--- config.mk ---
export PLATFORM = sky130hd
export DESIGN_NAME = gyro_sdm_driver
export DESIGN_NICKNAME = d
export VERILOG_FILES = /design/src/rtl/gyro_sdm_driver.sv
export SDC_FILE = /design/constraint.sdc
export NUM_CORES = 1
export LEC_CHECK = 0
export ABC_AREA = 1
export BUFFER_PORTS_ARGS = -buffer_cell sky130_fd_sc_hd__buf_2
export CAP_MARGIN = 20
export CORE_MARGIN = 5
export CORE_UTILIZATION = 45
export DETAILED_ROUTE_END_ITERATION = 8
export GPL_TIMING_DRIVEN = 0
export PLACE_DENSITY_LB_ADDON = 0.08
export SLEW_MARGIN = 20
export SYNTH_ARGS = -nofsm -noshare
export SYNTH_HDL_FRONTEND = slang
export SYNTH_SLANG_ARGS = --single-unit
--- constraint.sdc ---
create_clock -name clk -period 2.5 [get_ports clk]
set_input_delay 0 -clock clk [delete_from_list [all_inputs] [get_ports clk]]
set_output_delay 0 -clock clk [all_outputs]
set_load 0.1 [all_outputs]
--- src/rtl/gyro_sdm_driver.sv ---
// gyro_sdm_driver: first-order sigma-delta pbus/nbus driver with dead time; define GYRO_SDM_DITHER_EN to add LFSR dither
module gyro_sdm_driver #(
  parameter int DW       = 12,
  parameter int OSR_LOG2 = 6,
  parameter int DT_CYC   = 2
) (
  input  logic          clk,
  input  logic          rst_n,
  input  logic          en,
  input  logic [DW-1:0] code,
  input  logic          code_valid,
  output logic          code_ready,
  output logic          drv_p,
  output logic          drv_n,
  output logic          frame_tick,
  output logic          busy
);
  typedef enum logic [1:0] {IDLE, RUN, DEAD} state_t;
  state_t              state, state_nx;
  logic [DW-1:0]       acc, code_reg;
  logic [OSR_LOG2-1:0] fcnt;
  logic [2:0]          dcnt;
  logic                last_bit, sbit, step, p_nx, n_nx;
  logic [DW:0]         sum;
  assign step = state == RUN && en;
`ifdef GYRO_SDM_DITHER_EN
  logic [15:0] lfsr;
  always_ff @(posedge clk or negedge rst_n)
    if (!rst_n) lfsr <= 16'hACE1;
    else if (step) lfsr <= {lfsr[14:0], lfsr[15] ^ lfsr[13] ^ lfsr[12] ^ lfsr[10]};
  assign sum = {1'b0, acc} + {1'b0, code_reg} + {{DW{1'b0}}, lfsr[0]};
`else
  assign sum = {1'b0, acc} + {1'b0, code_reg};
`endif
  assign sbit = sum[DW];
  always_ff @(posedge clk or negedge rst_n)
    if (!rst_n) state <= IDLE;
    else state <= state_nx;
  always_comb begin
    state_nx = state == IDLE ? (en ? RUN : IDLE)
             : state == RUN  ? (!en ? IDLE : sbit != last_bit ? DEAD : RUN)
             : state == DEAD ? (dcnt != 3'd0 ? DEAD : en ? RUN : IDLE)
             : IDLE;
  end
  // code_ready is gated by rst_n so every output reads low while reset is held
  always_comb begin
    busy       = state != IDLE;
    frame_tick = state == RUN && &fcnt;
    code_ready = rst_n && (state == IDLE || frame_tick);
    p_nx = state == RUN ? (en && sbit == last_bit && sbit)
                        : (state == DEAD && dcnt == 3'd0 && en && last_bit);
    n_nx = state == RUN ? (en && sbit == last_bit && !sbit)
                        : (state == DEAD && dcnt == 3'd0 && en && !last_bit);
  end
  always_ff @(posedge clk or negedge rst_n)
    if (!rst_n) begin
      acc      <= '0;
      code_reg <= '0;
      fcnt     <= '0;
      dcnt     <= '0;
      last_bit <= 1'b0;
      drv_p    <= 1'b0;
      drv_n    <= 1'b0;
    end else begin
      if (code_valid && code_ready) code_reg <= code;
      drv_p <= p_nx;
      drv_n <= n_nx;
      if (step) begin
        acc  <= sum[DW-1:0];
        fcnt <= fcnt + 1'b1;
        if (sbit != last_bit) begin
          last_bit <= sbit;
          dcnt     <= 3'(DT_CYC - 1);
        end
      end else if (state == DEAD && dcnt != 3'd0) dcnt <= dcnt - 1'b1;
      // leaving for IDLE restarts the modulator so re-enable matches a cold start
      if (state_nx == IDLE) begin
        acc      <= '0;
        fcnt     <= '0;
        last_bit <= 1'b0;
      end
    end
endmodule

=== Word-level counts from Yosys, hierarchy flattened ===
Index checks and enable logic that the tools add are counted.

* Register bits: 38
* Output and inout port bits: 5
* Bits of input ports: 16
* Word-level logic and storage cells: 61

* Muxes and demuxes: 19
* Add/sub/neg operators: 3
* Reductions and logical operators: 26
* Eq/ne operators: 5

{| class="wikitable"
|+ Operators with widths
! kind !! count
|-
| $mux W12 || 2
|-
| $add A12 B12 Y13 || 1
|-
| $logic_and A1 B1 Y1 || 12
|-
| $mux W2 || 6
|-
| $mux W6 || 2
|-
| $mux W3 || 3
|-
| $reduce_bool A2 Y1 || 4
|-
| $add A6 B1 Y6 const B || 1
|-
| $mux W1 || 6
|-
| $reduce_and A6 Y1 || 1
|-
| $logic_not A2 Y1 || 2
|-
| $reduce_and A2 Y1 || 2
|-
| $logic_not A3 Y1 || 1
|-
| $reduce_bool A3 Y1 || 1
|-
| $sub A3 B1 Y3 const B || 1
|-
| $eq A2 B1 Y1 const B || 1
|-
| $eq A2 B2 Y1 const B || 1
|-
| $logic_not A1 Y1 || 2
|-
| $ne A2 B1 Y1 const B || 1
|-
| $eq A1 B1 Y1 || 1
|-
| $logic_or A1 B1 Y1 || 1
|-
| $ne A1 B1 Y1 || 1
|}

=== Depth between registers and ports, before layout ===
Gate-level depths: netlist of the first run.

* Depth after elaboration: 9
* Gate-level depth with buffers: 16
* Gate-level depth less buffers: 16

=== Worst setup path before layout of the first run ===
OpenSTA, ideal clock, no wires.

* Path type: register to register
* Start: reg fcnt[0]
* End: reg code_reg[10]
* Setup time: 0.125 ns
* Stages on the path, launching flop included: 8
* Path slack: -0.706 ns
* Required time: 2.375 ns
* Data arrival time: 3.082 ns
* Buffers on the path: 1
* Clock period less this slack: 3.206 ns
* Cell sequence: dfrtp_1 ha_1 nand3_1 nor3_2 o21a_2 nand2_2 buf_6 mux2_2

* Cells in the longest elaborated chain, start to end: 5

{| class="wikitable"
|+ Ends and longest elaborated chain
! item !! line !! RTL
|-
| start: declaration || 21 || <nowiki>logic [OSR_LOG2-1:0] fcnt;</nowiki>
|-
| start signal: assignment || 70 || <nowiki>fcnt <= fcnt + 1'b1;</nowiki>
|-
| $reduce_and A6 Y1 || 48 || <nowiki>frame_tick = state == RUN && &fcnt;</nowiki>
|-
| $logic_and A1 B1 Y1 || 48 ||
|-
| named net frame_tick || 15 || <nowiki>output logic frame_tick,</nowiki>
|-
| $logic_or A1 B1 Y1 || 49 || <nowiki>code_ready = rst_n && (state == IDLE || frame_tick);</nowiki>
|-
| $logic_and A1 B1 Y1 || 49 ||
|-
| named net code_ready || 12 || <nowiki>output logic code_ready,</nowiki>
|-
| $logic_and A1 B1 Y1 || 65 || <nowiki>if (code_valid && code_ready) code_reg <= code;</nowiki>
|-
| end signal: assignment || 65 ||
|-
| end: declaration || 20 || <nowiki>logic [DW-1:0] acc, code_reg;</nowiki>
|}

The timed path passes the listed nets, and every way through them passes these cells.
A chain may end at the register's enable or synchronous reset.

=== Worst setup path in the final report of the first run ===
* Start: reg acc[0]
* End: reg acc[3]

* Cells in the longest elaborated chain, start to end: 8
* Elaborated cells between the ends (all ways): 10
* Classes of those cells: add/sub (1); eq/ne (1); mux (6); reduce/logical (2)

{| class="wikitable"
|+ Ends and longest elaborated chain
! item !! line !! RTL
|-
| start: declaration || 20 ||
|-
| start signal: assignment || 69 || <nowiki>acc <= sum[DW-1:0];</nowiki>
|-
| $add A12 B12 Y13 * || 33 || <nowiki>assign sum = {1'b0, acc} + {1'b0, code_reg};</nowiki>
|-
| $ne A1 B1 Y1 * || 41 || <nowiki>: state == RUN ? (!en ? IDLE : sbit != last_bit ? DEAD : RUN)</nowiki>
|-
| $mux W2 * (3 in a row) || 41 ||
|-
| $mux W2 * || 40 || <nowiki>state_nx = state == IDLE ? (en ? RUN : IDLE)</nowiki>
|-
| named net state_nx[1] || 19 || <nowiki>state_t state, state_nx;</nowiki>
|-
| $logic_not A2 Y1 * || 77 || <nowiki>if (state_nx == IDLE) begin</nowiki>
|-
| $mux W12 / $reduce_bool A2 Y1 (equally long branches) || n/a ||
|}

Mark *: on every way through the listed nets, which the timed path passes. The rest lies on a longest branch. The select of a mux whose other input is x is not followed.

==> results.md, run 1 <==
* Status: completed
* Top cells by area, synth: dfrtp_1 41%, ha_1 8.1%, nand2_1 8.1%, mux2_2 5.3%, inv_1 4.5%
* Pin count of the biggest net entering global routing at 40
* IO Pins at 21
* Crit path capture type: flop
* First-pass GRT wire length at 7940 um
* CTS tree: built
* Post-synthesis sequential area ratio at 41.0%
* Yosys cell types at 36
* Resized cells post-CTS at 0
* Antenna violations before repair at 0
* Min Hold Slack at around 0.027 ns
* Pre-CTS setup slack at around 0.17 ns
* All-Layer GR Usage at about 16%
* Via count at roughly 1700
* Drt via density at 4.66
* Final #Nets at about 330
* Primary FF master, synth: dfrtp_1
* CTS Buffer Depth at 2
* Drt first pass iters at 4
* Routed WL per cell at ~12 um
* GPL Wtd Cong at 0.866
* Area grow syn2layout at 18.7%
* Rows at 26
* Mux cell area share after synthesis at about 5.3%
* Top-count cell post-synth: nand2_1
* Final hold vios at 0
* Period utilization at between 90% and 100%
* Synth top area share at approximately 41%
* Finish-stage setup viols at 0
* Clk Latency, worst-skew pair at approximately 0.30 ns
* Syn_nets at around 290
* Async SR Flop Fraction at 100%
* Power Dens Cells at about 1200 nW/um^2
* Overflow after GRT at 0
* Share of post-route cells with drive strength above 1 at between 20% and 30%
* Worst reg2reg setup slack at roughly 0.19 ns
* Slew Viols, Final at 0
* Class of the worst hold path: in -> reg
* Yosys reg bits at 38
* Worst Clk Skew at between 0.009 and 0.01 ns
* Max FO, Critical Path at 10
* Max transition margin at 40.8%
* Area leader, netlist: dfrtp_1
* Crit start category: flop
* Post-synthesis compound-gate area fraction at 8.59%
* Clk sink count at 38
* Syn avg cell area at around 8.9 um^2
* Hpwl dp at approximately 3200 um
* Post-Syn Instances at 259
* Post-synth EDFFs at 0
* Critical path arrival at 2.49 ns
* Die height at about 82 um
* Vias in the first global route at about 1700
* Total die area at 6680 um^2
* Die X at roughly 80 um
* Root buf cell: clkbuf_8
* Peak VDD IR at 0.530 mV
* Initial drt markers at 39
* Routed wire length at 4390 um
* Simple logic cell fraction of the synthesized area at 24.8%
* Req. time, crit path at roughly 2.7 ns
* IO Port Bufs at 20
* Number of clock buffers inserted by TritonCTS at 5
* YS warnings at 0
* DRC viols at 0
* Kind of critical path: reg -> reg
* ANT nets after route at 0
* Worst slew pin tran at roughly 0.9 ns
* H-tree levels at 2
* Max Freq at 433 MHz
* Leakage power at approximately 1.3 nW
* Synth Area in Adders at ~9.0%
* RSZ-0062 raised after global routing: no
* Main combinational cell family by area after synthesis: simple AND/OR/NAND/NOR gates
* Cell Area, Synth at between 2000 and 2500 um^2
* Fillers at roughly 480
* CTS Hold Bufs at 13
* Minimum clock period at ~2.3 ns
* Core area at a little over 5000 um^2
* List of most frequent post-synthesis cells: 50 x nand2_1, 38 x dfrtp_1, 28 x inv_1, 20 x nor2_1, 16 x a21oi_1
* Post-synthesis xor/xnor area fraction at 4.54%
* Worst-path clk slew at approximately 0.080 ns
* # diodes at 0
* Initial core utilization at 46.0%
* Fin worst setup slack at roughly 0.19 ns
* Max-Cap Viols at 0
* Post-CTS setup buffer count at 0
routing by layer:
metal  track usage, %  vias to the layer above  wire length, um
li1                 -                      918                -
met3             4.06                        6              195
met4             5.98                        0               79
met1             21.3                      772             2140
met2             23.8                       27             1980
met5                0                        -                0
layout make-up:
type	instances	area, um^2	share of cell area [%]
multi-input cells	186	1230	44.9
flip-flops and latches	38	951	34.6
repair buffers	33	230	8.37
inverters	30	113	4.09
well taps	70	87.6	3.18
clock buffers	7	86.3	3.14
plain buffers	5	43.8	1.59
clock inverters	1	5.00	0.182
where the power goes:
group / leakage, nW / switching (mW) / total, mW / internal, mW
Clock: 0.0482 / 0.222 / 0.444 / 0.223
Sequential: 0.492 / 0.134 / 0.982 / 0.848
Combinational: 0.801 / 1.25 / 2.00 / 0.745
worst paths after layout:
check,start,to,cells after the start
setup reg to reg,acc[0],acc[3],14
min in group asynchronous,rst_n,fcnt[2],2
max in group asynchronous,rst_n,code_reg[10],2
setup / recovery,acc[0],acc[3],14
hold / removal,en,state[0],3
hold reg to reg,code_reg[9],code_reg[9],1
worst max-delay path: stages (launching register included):
cell and delay (ns):
dfrtp_1 0.35, ha_1 0.18, inv_1 0.07, fa_1 0.36, inv_1 0.08, nand2_1 0.09
a21oi_4 0.19, nand2_2 0.10, nand4_2 0.09, nand2_1 0.07, nand2_2 0.07, nand2_4 0.09
nor2_8 0.21, buf_12 0.18, nor2_2 0.04
logic make-up (layout without fill, tap and decap cells):
logic type      after synthesis  after routing
compound gates               34             34
xor+xnor                     12             12
fa+ha+maj                    16             16
buf+inv                      35             76
flops                        38             38
mux                          11             11
simple gates                113            113
metrics by stage:
| step | total power [mW] | area (um^2) | cells | setup TNS [ns] | util (%) |
|---|---|---|---|---|---|
| global placement | 2.97 | 2530 | 349 | 0 | 50.2 |
| finish | 3.42 | 2750 | 370 | 0 | 54.6 |
| global route | 3.77 | 2750 | 370 | 0 | 54.6 |
| floorplan | 2.63 | 2340 | 259 | -0.202 | - |
| CTS | 3.47 | 2750 | 370 | 0 | 54.6 |
| detailed placement | 3.00 | 2530 | 349 | 0 | 50.2 |
cell usage in the layout (no fill, tap or decap), types with 2 or more instances in the layout:
master,synthesis,layout
nand3_1,12,11
nor2_1,20,20
dlygate4sd3_1,0,13
xnor2_1,6,6
nor3_1,4,4
inv_1,28,28
dfrtp_1,38,38
nand3_2,2,3
o21ai_0,10,10
nand2_1,50,50
inv_2,2,2
a21o_1,2,2
nand4_1,2,2
xor2_1,6,6
nand2_2,5,4
a21oi_1,16,16
nand2_4,1,2
nor2_4,3,3
ha_1,15,14
mux2_2,11,11
clkbuf_1,2,3
or2_2,2,2
nor2_2,8,8
clkbuf_8,0,6
buf_2,1,21
Note: power is estimated with default switching activity, not from simulation.
==> run 2, diff against run 1 <==
Settings changed: CORE_UTILIZATION 45 to 59, PLACE_DENSITY set to 0.8, PLACE_DENSITY_LB_ADDON 0.08 to unset.
==> results.md, run 2 (same netlist as run 1, synthesis figures left out) <==
* Final #Nets at 331 (unchanged)
* Internal power at 2.02 mW (+11%)
* Max FO, Critical Path at 10 (unchanged)
* Rows at 22 (-15%)
* ANT nets after route at 0 (unchanged)
* H-tree levels at 2 (unchanged)
* Via count at 1796 (+4.2%)
* Flop pwr share at 27.0% (-1.7 points)
* Sw Ratio at 44.9% (-2.1 points)
* Clk sink count at 38 (unchanged)
* Status: completed
* Slew Viols, Final at 0 (unchanged)
* Drt via density at 5.16 (+11%)
* Worst slew pin tran at 0.868 ns (-0.0202 ns)
* Min Hold Slack at 0.0434 ns (+0.0159 ns)
* Share of post-route cells with drive strength above 1 at 24.7% (+0.33 points)
* Max-Cap Viols at 0 (unchanged)
* Crit path capture type: flop
* Vias in the first global route at 1777 (+3.4%)
* GPL Wtd Cong at 0.859 (-0.75%)
* Fillers at 301 (-37%)
* Area grow syn2layout at 19.8%
* Core area at 3740 um^2 (-26%)
* Max transition margin at 42.1% (+1.3 points)
* Routed wire length at 4500 um (+2.5%)
* # diodes at 0 (unchanged)
* RR Startpoint: acc[0]
* Part of the power in combinational logic at 55.3% (-3.0 points)
* Hpwl dp at 3180 um (-0.73%)
* Initial drt markers at 65 (+67%)
* RSZ-0062 raised after global routing: no
* Class of the worst hold path: in -> reg
* Antenna violations before repair at 0 (unchanged)
* Worst reg2reg setup slack at 0.18 ns (about the same)
* Max incr delay on CP at 0.35 ns (about the same)
* Slowest stage cell, crit path: dfrtp_1
* IO Port Bufs at 20 (unchanged)
* Finish-stage setup viols at 0 (unchanged)
* Commonest non-fill, non-tap cells in the layout: 50 x nand2_1, 38 x dfrtp_1, 28 x inv_1
* Hold path start: en
* Routed WL per cell at 12.9 um (+9.0%)
* Max Freq at 432 MHz (-0.32%)
* Leakage power at 1.36 nW (+1.7%)
* Psw at 1.64 mW (+2.2%)
* CTS Buffer Depth at 2 (unchanged)
* CTS tree: built
* Kind of critical path: reg -> reg
* Cells along the critical path: ha_1 > inv_1 > fa_1 > inv_1 > nand2_1 > a21oi_4 > nand2_2 > nand4_2 > nand2_1 > nand2_2 > nand2_4 > nor2_8 > buf_12 > nor2_2
* Total die area at 5280 um^2 (-21%)
* Final hold vios at 0 (unchanged)
* Req. time, crit path at 2.68 ns (about the same)
* Power Dens Cells at 1320 nW/um^2 (+6.1%)
* Number of clock buffers inserted by TritonCTS at 5 (unchanged)
* Die height at 72.7 um (-11%)
* All-Layer GR Usage at 19.3% (+3.6 points)
* Worst-path clk slew at 0.07 ns (about the same)
* Power, Total at 3.66 mW (+7.0%)
* Crit path launch: acc[0]
* Root buf cell: clkbuf_8
* Peak VDD IR at 0.634 mV (+20%)
* Die X at 72.7 um (-11%)
* Post-CTS setup buffer count at 0 (unchanged)
* Worst Clk Skew at 0.00844 ns (-0.000631 ns)
* Crit start category: flop
* Period utilization at 92.6% (+0.29 points)
* Critical path arrival at 2.49 ns (about the same)
* Overflow after GRT at 0 (unchanged)
* Pin count of the biggest net entering global routing at 40 (unchanged)
* Minimum clock period at 2.32 ns (+0.00732 ns)
* Clk Latency, worst-skew pair at 0.29 ns (about the same)
* First-pass GRT wire length at 7960 um (+0.26%)
* Clock network power share at 17.7% (+4.7 points)
* IO Pins at 21 (unchanged)
* DRC viols at 0 (unchanged)
* Register Area at 951 um^2 (unchanged)
* Multi-input gate area at 1230 um^2 (unchanged)
* Most common cell after layout, fill and taps aside: nand2_1
* Drt first pass iters at 4 (unchanged)
* Initial core utilization at 61.9% (+16 points)
run 2: changes by cell type in the layout (fill, tap and decap cells not counted), sizes merged:
cell,before,now
bufinv,0,2
clkbuf,9,8
clkinv,1,0
run 2: metal layers:
| layer | global-route usage [%] | vias to the layer above | wire length, um |
|---|---|---|---|
| met5 | 0 | - | 0 |
| met4 | 4.51 | 0 | 39 |
| met3 | 4.55 | 6 | 183 |
| met2 | 32.6 | 26 | 2250 |
| met1 | 25.1 | 847 | 2030 |
| li1 | - | 917 | - |
run 2: path summary, 6_finish.rpt:
kind                                endpoint  cells after the start
worst min register to register  code_reg[11]                      1
worst max-delay path                  acc[3]                     14
max in group asynchronous            acc[10]                      2
min in group asynchronous            fcnt[2]                      2
worst max register to register        acc[3]                     14
worst min-delay path                state[0]                      3
run 2: stage by stage:
step,setup slack (ns),area (um^2),TNS [ns],util (%),std cells
global placement,0.228,2500,0,66.8,327
finish,0.184,2780,0,74.1,348
floorplan,-0.0253,2340,-0.202,-,259
CTS,0.183,2780,0,74.1,348
detailed placement,0.195,2500,0,66.8,327
global route,0.0116,2780,0,74.1,348
run 2: cell type report:
| cell class | count | share of cell area [%] |
|---|---|---|
| Buffer | 5 | 1.58 |
| Clock buffer | 6 | 2.98 |
| Clock inverter | 2 | 2.16 |
| Inverter | 30 | 4.06 |
| Multi-Input combinational cell | 186 | 44.5 |
| Sequential cell | 38 | 34.3 |
| Tap cell | 48 | 2.16 |
| Timing Repair Buffer | 33 | 8.30 |
run 2: power by group through the flow:
stage	clock (mW)	sequential (mW)	combinational (mW)
after floorplan	0	1.02	1.62
after global placement	0	0.988	1.94
after detailed placement	0	0.999	2.00
after CTS	0.659	0.989	2.03
after global routing	0.683	1.02	2.26
final	0.648	0.991	2.02
run 2: worst max-delay path, delay by kind of cell, from the launching register on:
| kind | cells | cell delay [ns] |
|---|---|---|
| buffers and inverters | 3 | 0.33 |
| AOI/OAI and AO/OA | 1 | 0.19 |
| and+or+nand+nor | 8 | 0.77 |
| adders and majority gates | 2 | 0.53 |
| DFF | 1 | 0.35 |
run 2: repair_timing:
action | in CTS | in global routing
hold buffers | 13 | 0
gates resized for setup | 0 | 0
hold endpoints to repair | 50 | 0
